==> src/rtl/pattern_sweep_capture.sv <==
// Pattern sweep engine: steps a stimulus through every N_IN-bit pattern
// (binary or Gray order), waits SETTLE cycles, captures {stim, resp} as a
// record, folds it into a 16-bit MISR and hands it out over valid/ready.
module pattern_sweep_capture #(
  parameter int N_IN   = 4,
  parameter int N_OUT  = 1,
  parameter int SETTLE = 1,
  parameter int GRAY   = 0
) (
  input  logic                  CK,
  input  logic                  reset,
  input  logic                  start,
  input  logic                  abort,
  output logic [N_IN-1:0]       stim,
  input  logic [N_OUT-1:0]      resp,
  output logic                  rec_valid,
  input  logic                  rec_ready,
  output logic [N_IN+N_OUT-1:0] rec_data,
  output logic [15:0]           signature,
  output logic                  busy,
  output logic                  done
);

  localparam int RW = N_IN + N_OUT;
  // idx carries one spare MSB so the terminal compare never wraps
  localparam logic [N_IN:0] LAST = {1'b0, {N_IN{1'b1}}};

  typedef enum logic [2:0] {IDLE, APPLY, WAIT, CAPTURE, EMIT, DONE} state_t;

  state_t          state_q, state_d;
  logic [N_IN:0]   idx_q, idx_d, idx_inc;
  logic [N_IN-1:0] stim_q, stim_d;
  logic [RW-1:0]   rec_data_q, rec_data_d;
  logic            rec_valid_q, rec_valid_d;
  logic [15:0]     sig_q, sig_d, cap_x, sig_step;
  logic [3:0]      cnt_q, cnt_d;
  logic            busy_q, busy_d, done_q, done_d;

  // Pattern generator: binary index or its Gray-code equivalent
  function automatic logic [N_IN-1:0] pat(input logic [N_IN-1:0] b);
    return (GRAY != 0) ? (b ^ (b >> 1)) : b;
  endfunction

  // Next-state, datapath and registered-output computation
  always_comb begin
    state_d     = state_q;
    idx_d       = idx_q;
    stim_d      = stim_q;
    rec_data_d  = rec_data_q;
    sig_d       = sig_q;
    cnt_d       = cnt_q;
    idx_inc     = idx_q + 1'b1;
    cap_x       = '0;
    cap_x[RW-1:0] = {stim_q, resp};
    sig_step    = {sig_q[14:0], 1'b0} ^ (sig_q[15] ? 16'h1021 : 16'h0000) ^ cap_x;

    case (state_q)
      IDLE, DONE: begin
        // abort outranks a simultaneous start
        if (start && !abort) begin
          state_d = APPLY;
          idx_d   = '0;
          stim_d  = pat('0);
          sig_d   = 16'hFFFF;
        end
      end
      APPLY: begin
        cnt_d   = 4'(SETTLE);
        state_d = (SETTLE == 0) ? CAPTURE : WAIT;
      end
      WAIT: begin
        cnt_d = cnt_q - 4'd1;
        if (cnt_q <= 4'd1) state_d = CAPTURE;
      end
      CAPTURE: begin
        rec_data_d = {stim_q, resp};
        sig_d      = sig_step;
        state_d    = EMIT;
      end
      EMIT: begin
        if (rec_ready) begin
          if (idx_q == LAST) begin
            state_d = DONE;
          end else begin
            idx_d   = idx_inc;
            stim_d  = pat(idx_inc[N_IN-1:0]);
            state_d = APPLY;
          end
        end
      end
      default: state_d = IDLE;
    endcase

    // Abort drops back to IDLE with the signature frozen
    if (abort && busy_q) begin
      state_d    = IDLE;
      idx_d      = idx_q;
      stim_d     = stim_q;
      rec_data_d = rec_data_q;
      sig_d      = sig_q;
    end

    rec_valid_d = (state_d == EMIT);
    busy_d      = !(state_d inside {IDLE, DONE});
    done_d      = (state_d == DONE);
  end

  // State and output registers with asynchronous active-low reset
  always_ff @(posedge CK or negedge reset) begin
    if (!reset) begin
      state_q     <= IDLE;
      idx_q       <= '0;
      stim_q      <= '0;
      rec_data_q  <= '0;
      rec_valid_q <= 1'b0;
      sig_q       <= 16'hFFFF;
      cnt_q       <= '0;
      busy_q      <= 1'b0;
      done_q      <= 1'b0;
    end else begin
      state_q     <= state_d;
      idx_q       <= idx_d;
      stim_q      <= stim_d;
      rec_data_q  <= rec_data_d;
      rec_valid_q <= rec_valid_d;
      sig_q       <= sig_d;
      cnt_q       <= cnt_d;
      busy_q      <= busy_d;
      done_q      <= done_d;
    end
  end

  assign stim      = stim_q;
  assign rec_data  = rec_data_q;
  assign rec_valid = rec_valid_q;
  assign signature = sig_q;
  assign busy      = busy_q;
  assign done      = done_q;

endmodule

==> config.mk <==
export PLATFORM = sky130hd
export DESIGN_NAME = pattern_sweep_capture
export DESIGN_NICKNAME = d
export VERILOG_FILES = /design/src/rtl/pattern_sweep_capture.sv
export SDC_FILE = /design/constraint.sdc
export NUM_CORES = 1
export LEC_CHECK = 0
export CORE_ASPECT_RATIO = 1.5
export CORE_MARGIN = 5
export CORE_UTILIZATION = 50
export CTS_BUF_LIST = sky130_fd_sc_hd__clkbuf_2
export CTS_CLUSTER_DIAMETER = 150
export DETAILED_ROUTE_END_ITERATION = 12
export PLACE_DENSITY = 0.73
export SYNTH_ARGS = -nofsm -noshare
export SYNTH_HDL_FRONTEND = slang
export SYNTH_SLANG_ARGS = --single-unit
==> constraint.sdc <==
create_clock -name CK -period 5.6 [get_ports CK]
set_input_delay 1.12 -clock CK [delete_from_list [all_inputs] [get_ports CK]]
set_output_delay 1.12 -clock CK [all_outputs]
set_load 0.02 [all_outputs]
==> impl_metrics.py, run 1 <==
metrics = {
    "power_and_ir_drop": {
        "powerDensity_nw_per_um2": 367,
        "pwr-share-clk": 0.188,
        "power_frac_seq": 0.434,
        "netSwitchingPower_uw": 323,
        "ir_drop_mv": 0.241,
        "leakagePower_nw": 0.979,
        "intPower_uw": 535,
        "switching_share": 0.377,
        "p_comb_frac": 0.377,
    },
    "critical_path": {
        "cp.arrival_ns": 1.64,
        "crit_path_cell_trace": "clkdlybuf4s50_1",
        "critical_path.max_fanout": 5,
        "slowest_delay_ns": 0.65,
        "crit_type": "flop to output pin",
        "crit_required_ns": 4.48,
        "endpoint_kind": "output pin",
        "worst-path-buf-inv": 1,
        "cp_top_family": "flip-flops",
        "start_kind": "flop",
        "slowest_stage": "dfstp_2",
    },
    "placed_design": {
        "dp_hpwl_mm": 2.94,
        "place_ws_ns": 2.58,
        "gp_congestion": 0.804,
        "dpl_cell_area_um2": 2270,
        "portBuffers": 33,
    },
    "clock_tree": {
        "cts_setup_buffers": 0,
        "clock_path_buffers": 2,
        "clockRootBuffer": "clkbuf_2",
        "cts_hold_buf": 0,
        "insertion_delay_ns": 0.37,
        "cts_buffers": 5,
        "htreeDepth": 2,
        "cts_tree": "done",
        "clk_pin_slew_ns": 0.19,
        "cts_resized": 0,
        "cts_sinks": 36,
    },
    "floorplan": {
        "start_util": 0.505,
        "row_count": 28,
        "die_y_um": 86.8,
        "io_pins": 34,
        "core_um2": 3890,
        "die_w_um": 61.2,
        "die_area_um2": 5310,
    },
    "final_layout": {
        "antenna_cells": 0,
        "layout_commonest_cell": "nor2_1",
        "design_area_um2": 2340,
        "nets": 233,
        "syn_to_final_growth_pct": 18.8,
        "drive_above_1_share": 0.165,
        "fillCellCount": 331,
        "layout_common_cells": "40 x nor2_1, 33 x clkdlybuf4s50_1, 20 x dfrtp_1",
    },
    "global_route": {
        "antenna_found_initial": 0,
        "met3_usage": 0.0402,
        "use_met2": 0.294,
        "grt_pass1_wl_mm": 6.73,
        "grt_pass1_vias": 1486,
        "grt_max_degree": 37,
        "grt-busiest-layer": "met2",
        "grt_usage": 0.169,
        "use_met1": 0.193,
        "grt_overflow_total": 0,
    },
    "hold_path": {
        "worstHoldPathType": "flop to flop",
    },
    "logic_synthesis": {
        "synth_top_area_cell": "dfrtp_1",
        "syn-cell-area_um2": 1970,
        "dominantRegCellSynth": "dfrtp_1",
        "ys_async_sr_fraction": 1.00,
        "syn_nets": 205,
        "yosysSeqAreaShare": 0.468,
        "syn_inst": 195,
        "synth_warnings": 0,
        "synth_edf_count": 0,
        "syn_area_per_cell_um2": 10.1,
        "synth_cell_types": 42,
        "yosys-top-cells-area": "dfrtp_1 25%, dfstp_2 21%, mux2i_1 8.1%",
        "synth_seq_cells": 36,
        "netlist.area_leader.share": 0.255,
    },
    "route": {
        "viasPerCell": 5.48,
        "num_vias": 1473,
        "antenna_left": 0,
        "drc": 0,
        "firstDrtPassIters": 4,
        "drtIter0Drc": 46,
        "drt-total-wl_mm": 4.06,
        "wl_per_cell_um": 15.1,
    },
    "flow_run": {
        "max_cap_violations": 0,
    },
    "status": {
        "outcome": "finished, final reports clean",
    },
    "sta": {
        "rsz0062_at_grt": "false",
        "slew_viol_final": 0,
        "setup_ws_ns": 2.84,
        "slew_headroom": 0.365,
        "tightest_slew_ns": 0.947,
        "fin_setup_tns_ns": 0,
        "setup_violations": 0,
        "period_share": 0.492,
        "hold_viol_final": 0,
        "period_minus_slack_ns": 2.76,
        "fin_worst_skew_ns": 0.0223,
        "timing.fmax_mhz": 363,
    },
}
metal layers:
metal / up-vias / share of wire
li1: 713 / -
met1: 726 / 0.40
met2: 32 / 0.55
met3: 2 / 0.045
met4: 0 / 0.010
met5: - / 0
metrics by stage:
step                      power, mW  hold WS, ns  instances   util
after global routing          0.918        0.563        269  0.601
after floorplan               0.613        0.470        195      -
final                         0.857        0.536        269  0.601
after global placement        0.686        0.487        261  0.584
after detailed placement      0.701        0.501        261  0.584
after CTS                     0.865        0.539        269  0.601
path summary, 6_finish.rpt:
| path | slack [ns] | endpoint | startpoint | cells after the start |
|---|---|---|---|---|
| min | 0.54 | rec_data[3] | rec_data[3] | 1 |
| max | 2.84 | signature[15] | signature[15] | 1 |
| max reg2reg | 3.45 | idx_q[3] | idx_q[0] | 7 |
| min in group asynchronous | 1.13 | state_q[2] | reset | 2 |
| max in group asynchronous | 4.12 | signature[5] | reset | 2 |
| min reg2reg | 0.54 | rec_data[3] | rec_data[3] | 1 |
cell families (layout without fill, tap and decap cells):
family / after synthesis / count (layout) / share of synthesized area
xor gates and xnor gates: 9 / 9 / 0.0401
buffers and inverters: 18 / 47 / 0.0547
muxes: 22 / 22 / 0.116
DFF: 36 / 36 / 0.468
AOI/OAI and AO/OA: 29 / 29 / 0.101
and+or+nand+nor: 77 / 77 / 0.195
adders and majority gates: 4 / 4 / 0.0255
Yosys cell counts (4+ instances only):
cell type	number
mux2_2	6
nand2b_1	5
mux2i_1	16
nand2_1	8
xor2_1	9
nor2_1	40
a21oi_1	7
dfrtp_1	20
buf_4	6
ha_1	4
o21ai_0	10
nor2b_1	4
inv_1	5
dfstp_2	16
registers in the layout (all words and copies together) (netlist names):
name       count
signature     16
idx_q          5
rec_data       5
cnt_q          4
state_q        3
busy           1
done           1
rec_valid      1
cell type report:
type                       count  area, um2  area share
clock buffer                   6       30.0      0.0129
inverter                       5       18.8     0.00803
clock inverter                 2       35.0      0.0150
sequential                    36        921       0.394
timing repair buffer          34        338       0.145
tap                           45       56.3      0.0241
multi-input combinational    141        937       0.401
power groups by stage:
stage	registers (mW)	clock network, mW	logic (mW)
floorplan	0.368	0	0.245
global placement	0.371	0	0.315
detailed placement	0.375	0	0.326
CTS	0.371	0.167	0.327
global route	0.380	0.179	0.358
finish	0.372	0.162	0.323
No activity file was read; power rests on OpenSTA's default activity.
==> run 2: changes to the inputs <==
--- a/config.mk
+++ b/config.mk
@@ -7,11 +7,11 @@
 export LEC_CHECK = 0
 export CORE_ASPECT_RATIO = 1.5
 export CORE_MARGIN = 5
-export CORE_UTILIZATION = 50
+export CORE_UTILIZATION = 49
 export CTS_BUF_LIST = sky130_fd_sc_hd__clkbuf_2
 export CTS_CLUSTER_DIAMETER = 150
 export DETAILED_ROUTE_END_ITERATION = 12
-export PLACE_DENSITY = 0.73
+export PLACE_DENSITY = 0.75
 export SYNTH_ARGS = -nofsm -noshare
 export SYNTH_HDL_FRONTEND = slang
 export SYNTH_SLANG_ARGS = --single-unit
==> constraint.sdc (replaced) <==
create_clock -name CK -period 2.48 [get_ports CK]
set_input_delay 0.496 -clock CK [delete_from_list [all_inputs] [get_ports CK]]
set_output_delay 0.496 -clock CK [all_outputs]
set_load 0.02 [all_outputs]
==> impl_metrics.py, run 2 (synthesis results as in run 1) <==
metrics = {
    "status": {
        "outcome": "finished, final reports clean",
    },
    "placed_design": {
        "place_ws_ns": 0.349,
        "dp_hpwl_mm": 2.94,
        "gp_congestion": 0.767,
        "portBuffers": 33,
    },
    "sta": {
        "fin_setup_tns_ns": 0,
        "slew_headroom": 0.627,
        "timing.fmax_mhz": 476,
        "setup_ws_ns": 0.378,
        "slew_viol_final": 0,
        "hold_viol_final": 0,
        "fin_worst_skew_ns": 0.00541,
        "period_share": 0.848,
        "period_minus_slack_ns": 2.10,
        "tightest_slew_ns": 0.560,
        "rsz0062_at_grt": "false",
        "setup_violations": 0,
    },
    "clock_tree": {
        "cts_buffers": 5,
        "htreeDepth": 2,
        "clockRootBuffer": "clkbuf_2",
        "clock_path_buffers": 2,
        "cts_tree": "done",
        "clk_pin_slew_ns": 0.16,
        "insertion_delay_ns": 0.35,
        "cts_setup_buffers": 0,
        "cts_resized": 0,
        "cts_sinks": 36,
        "cts_hold_buf": 0,
    },
    "route": {
        "num_vias": 1492,
        "firstDrtPassIters": 4,
        "drtIter0Drc": 37,
        "drc": 0,
        "wl_per_cell_um": 14.2,
        "antenna_left": 0,
        "drt-total-wl_mm": 3.93,
        "viasPerCell": 5.41,
    },
    "power_and_ir_drop": {
        "ir_drop_mv": 0.639,
        "powerDensity_nw_per_um2": 778,
        "leakagePower_nw": 1.00,
    },
    "global_route": {
        "antenna_found_initial": 0,
        "grt_pass1_wl_mm": 6.79,
        "grt_usage": 0.166,
        "grt_pass1_vias": 1439,
        "grt_max_degree": 37,
        "grt_overflow_total": 0,
    },
    "critical_path": {
        "endpoint_kind": "output pin",
        "start_kind": "flop",
        "worst-path-buf-inv": 1,
        "crit_type": "flop to output pin",
        "crit_required_ns": 1.98,
        "critical_path.max_fanout": 5,
        "cp.arrival_ns": 1.61,
        "crit_path_cell_trace": "clkdlybuf4s50_1",
        "slowest_stage": "dfstp_2",
        "cp_top_family": "flip-flops",
        "slowest_delay_ns": 0.63,
    },
    "final_layout": {
        "layout_common_cells": "40 x nor2_1, 33 x clkdlybuf4s50_1, 20 x dfrtp_1",
        "layout_commonest_cell": "nor2_1",
        "nets": 240,
        "multi_input_area_um2": 937,
        "fillCellCount": 363,
        "seqCellArea_um2": 921,
        "largest_reg_flops": 16,
        "antenna_cells": 0,
        "drive_above_1_share": 0.186,
        "syn_to_final_growth_pct": 20.2,
    },
    "floorplan": {
        "io_pins": 34,
        "row_count": 28,
        "core_um2": 3920,
        "die_area_um2": 5400,
        "start_util": 0.501,
        "die_w_um": 61.7,
        "die_y_um": 87.6,
    },
    "flow_run": {
        "max_cap_violations": 0,
    },
    "hold_path": {
        "worstHoldPathType": "flop to flop",
    },
}
[run 2: area by class of cell]
class                           instances  area share
Multi-Input combinational cell        141       0.397
Clock buffer                            7      0.0148
Timing Repair Buffer                   41       0.165
Sequential cell                        36       0.390
Inverter                                5     0.00794
Clock inverter                          1     0.00159
Tap cell                               45      0.0238
[run 2: layer usage]
layer  vias to the layer above  GRT usage  routed length [um]
li1                        728          -                   -
met1                       733      0.199                1590
met2                        24      0.283                2140
met3                         7     0.0369                 137
met4                         0     0.0618                  61
met5                         -          0                   0
[run 2: path summary, 6_finish.rpt]
kind,from,end,slack (ns),cells after the start
worst max register to register,idx_q[0],idx_q[3],0.47,7
worst min register to register,busy,busy,0.53,1
worst max-delay path,signature[15],signature[15],0.38,1
min in group asynchronous,reset,idx_q[3],0.54,2
worst min-delay path,busy,busy,0.53,1
max in group asynchronous,reset,signature[6],1.60,2
[run 2: stage by stage]
| step | cells | util | power, mW | hold WS (ns) | area [um2] |
|---|---|---|---|---|---|
| finish | 276 | 0.602 | 1.84 | 0.526 | 2360 |
| global route | 276 | 0.602 | 1.99 | 0.514 | 2360 |
| CTS | 276 | 0.602 | 1.86 | 0.524 | 2360 |
| detailed placement | 268 | 0.592 | 1.60 | 0.498 | 2320 |
| global placement | 268 | 0.592 | 1.59 | 0.488 | 2320 |
| floorplan | 195 | - | 1.38 | 0.200 | 1970 |
[run 2: power breakdown]
group          internal, mW  switching, mW
registers             0.696          0.121
logic                 0.359          0.407
clock network        0.0757          0.178
total                  1.13          0.706
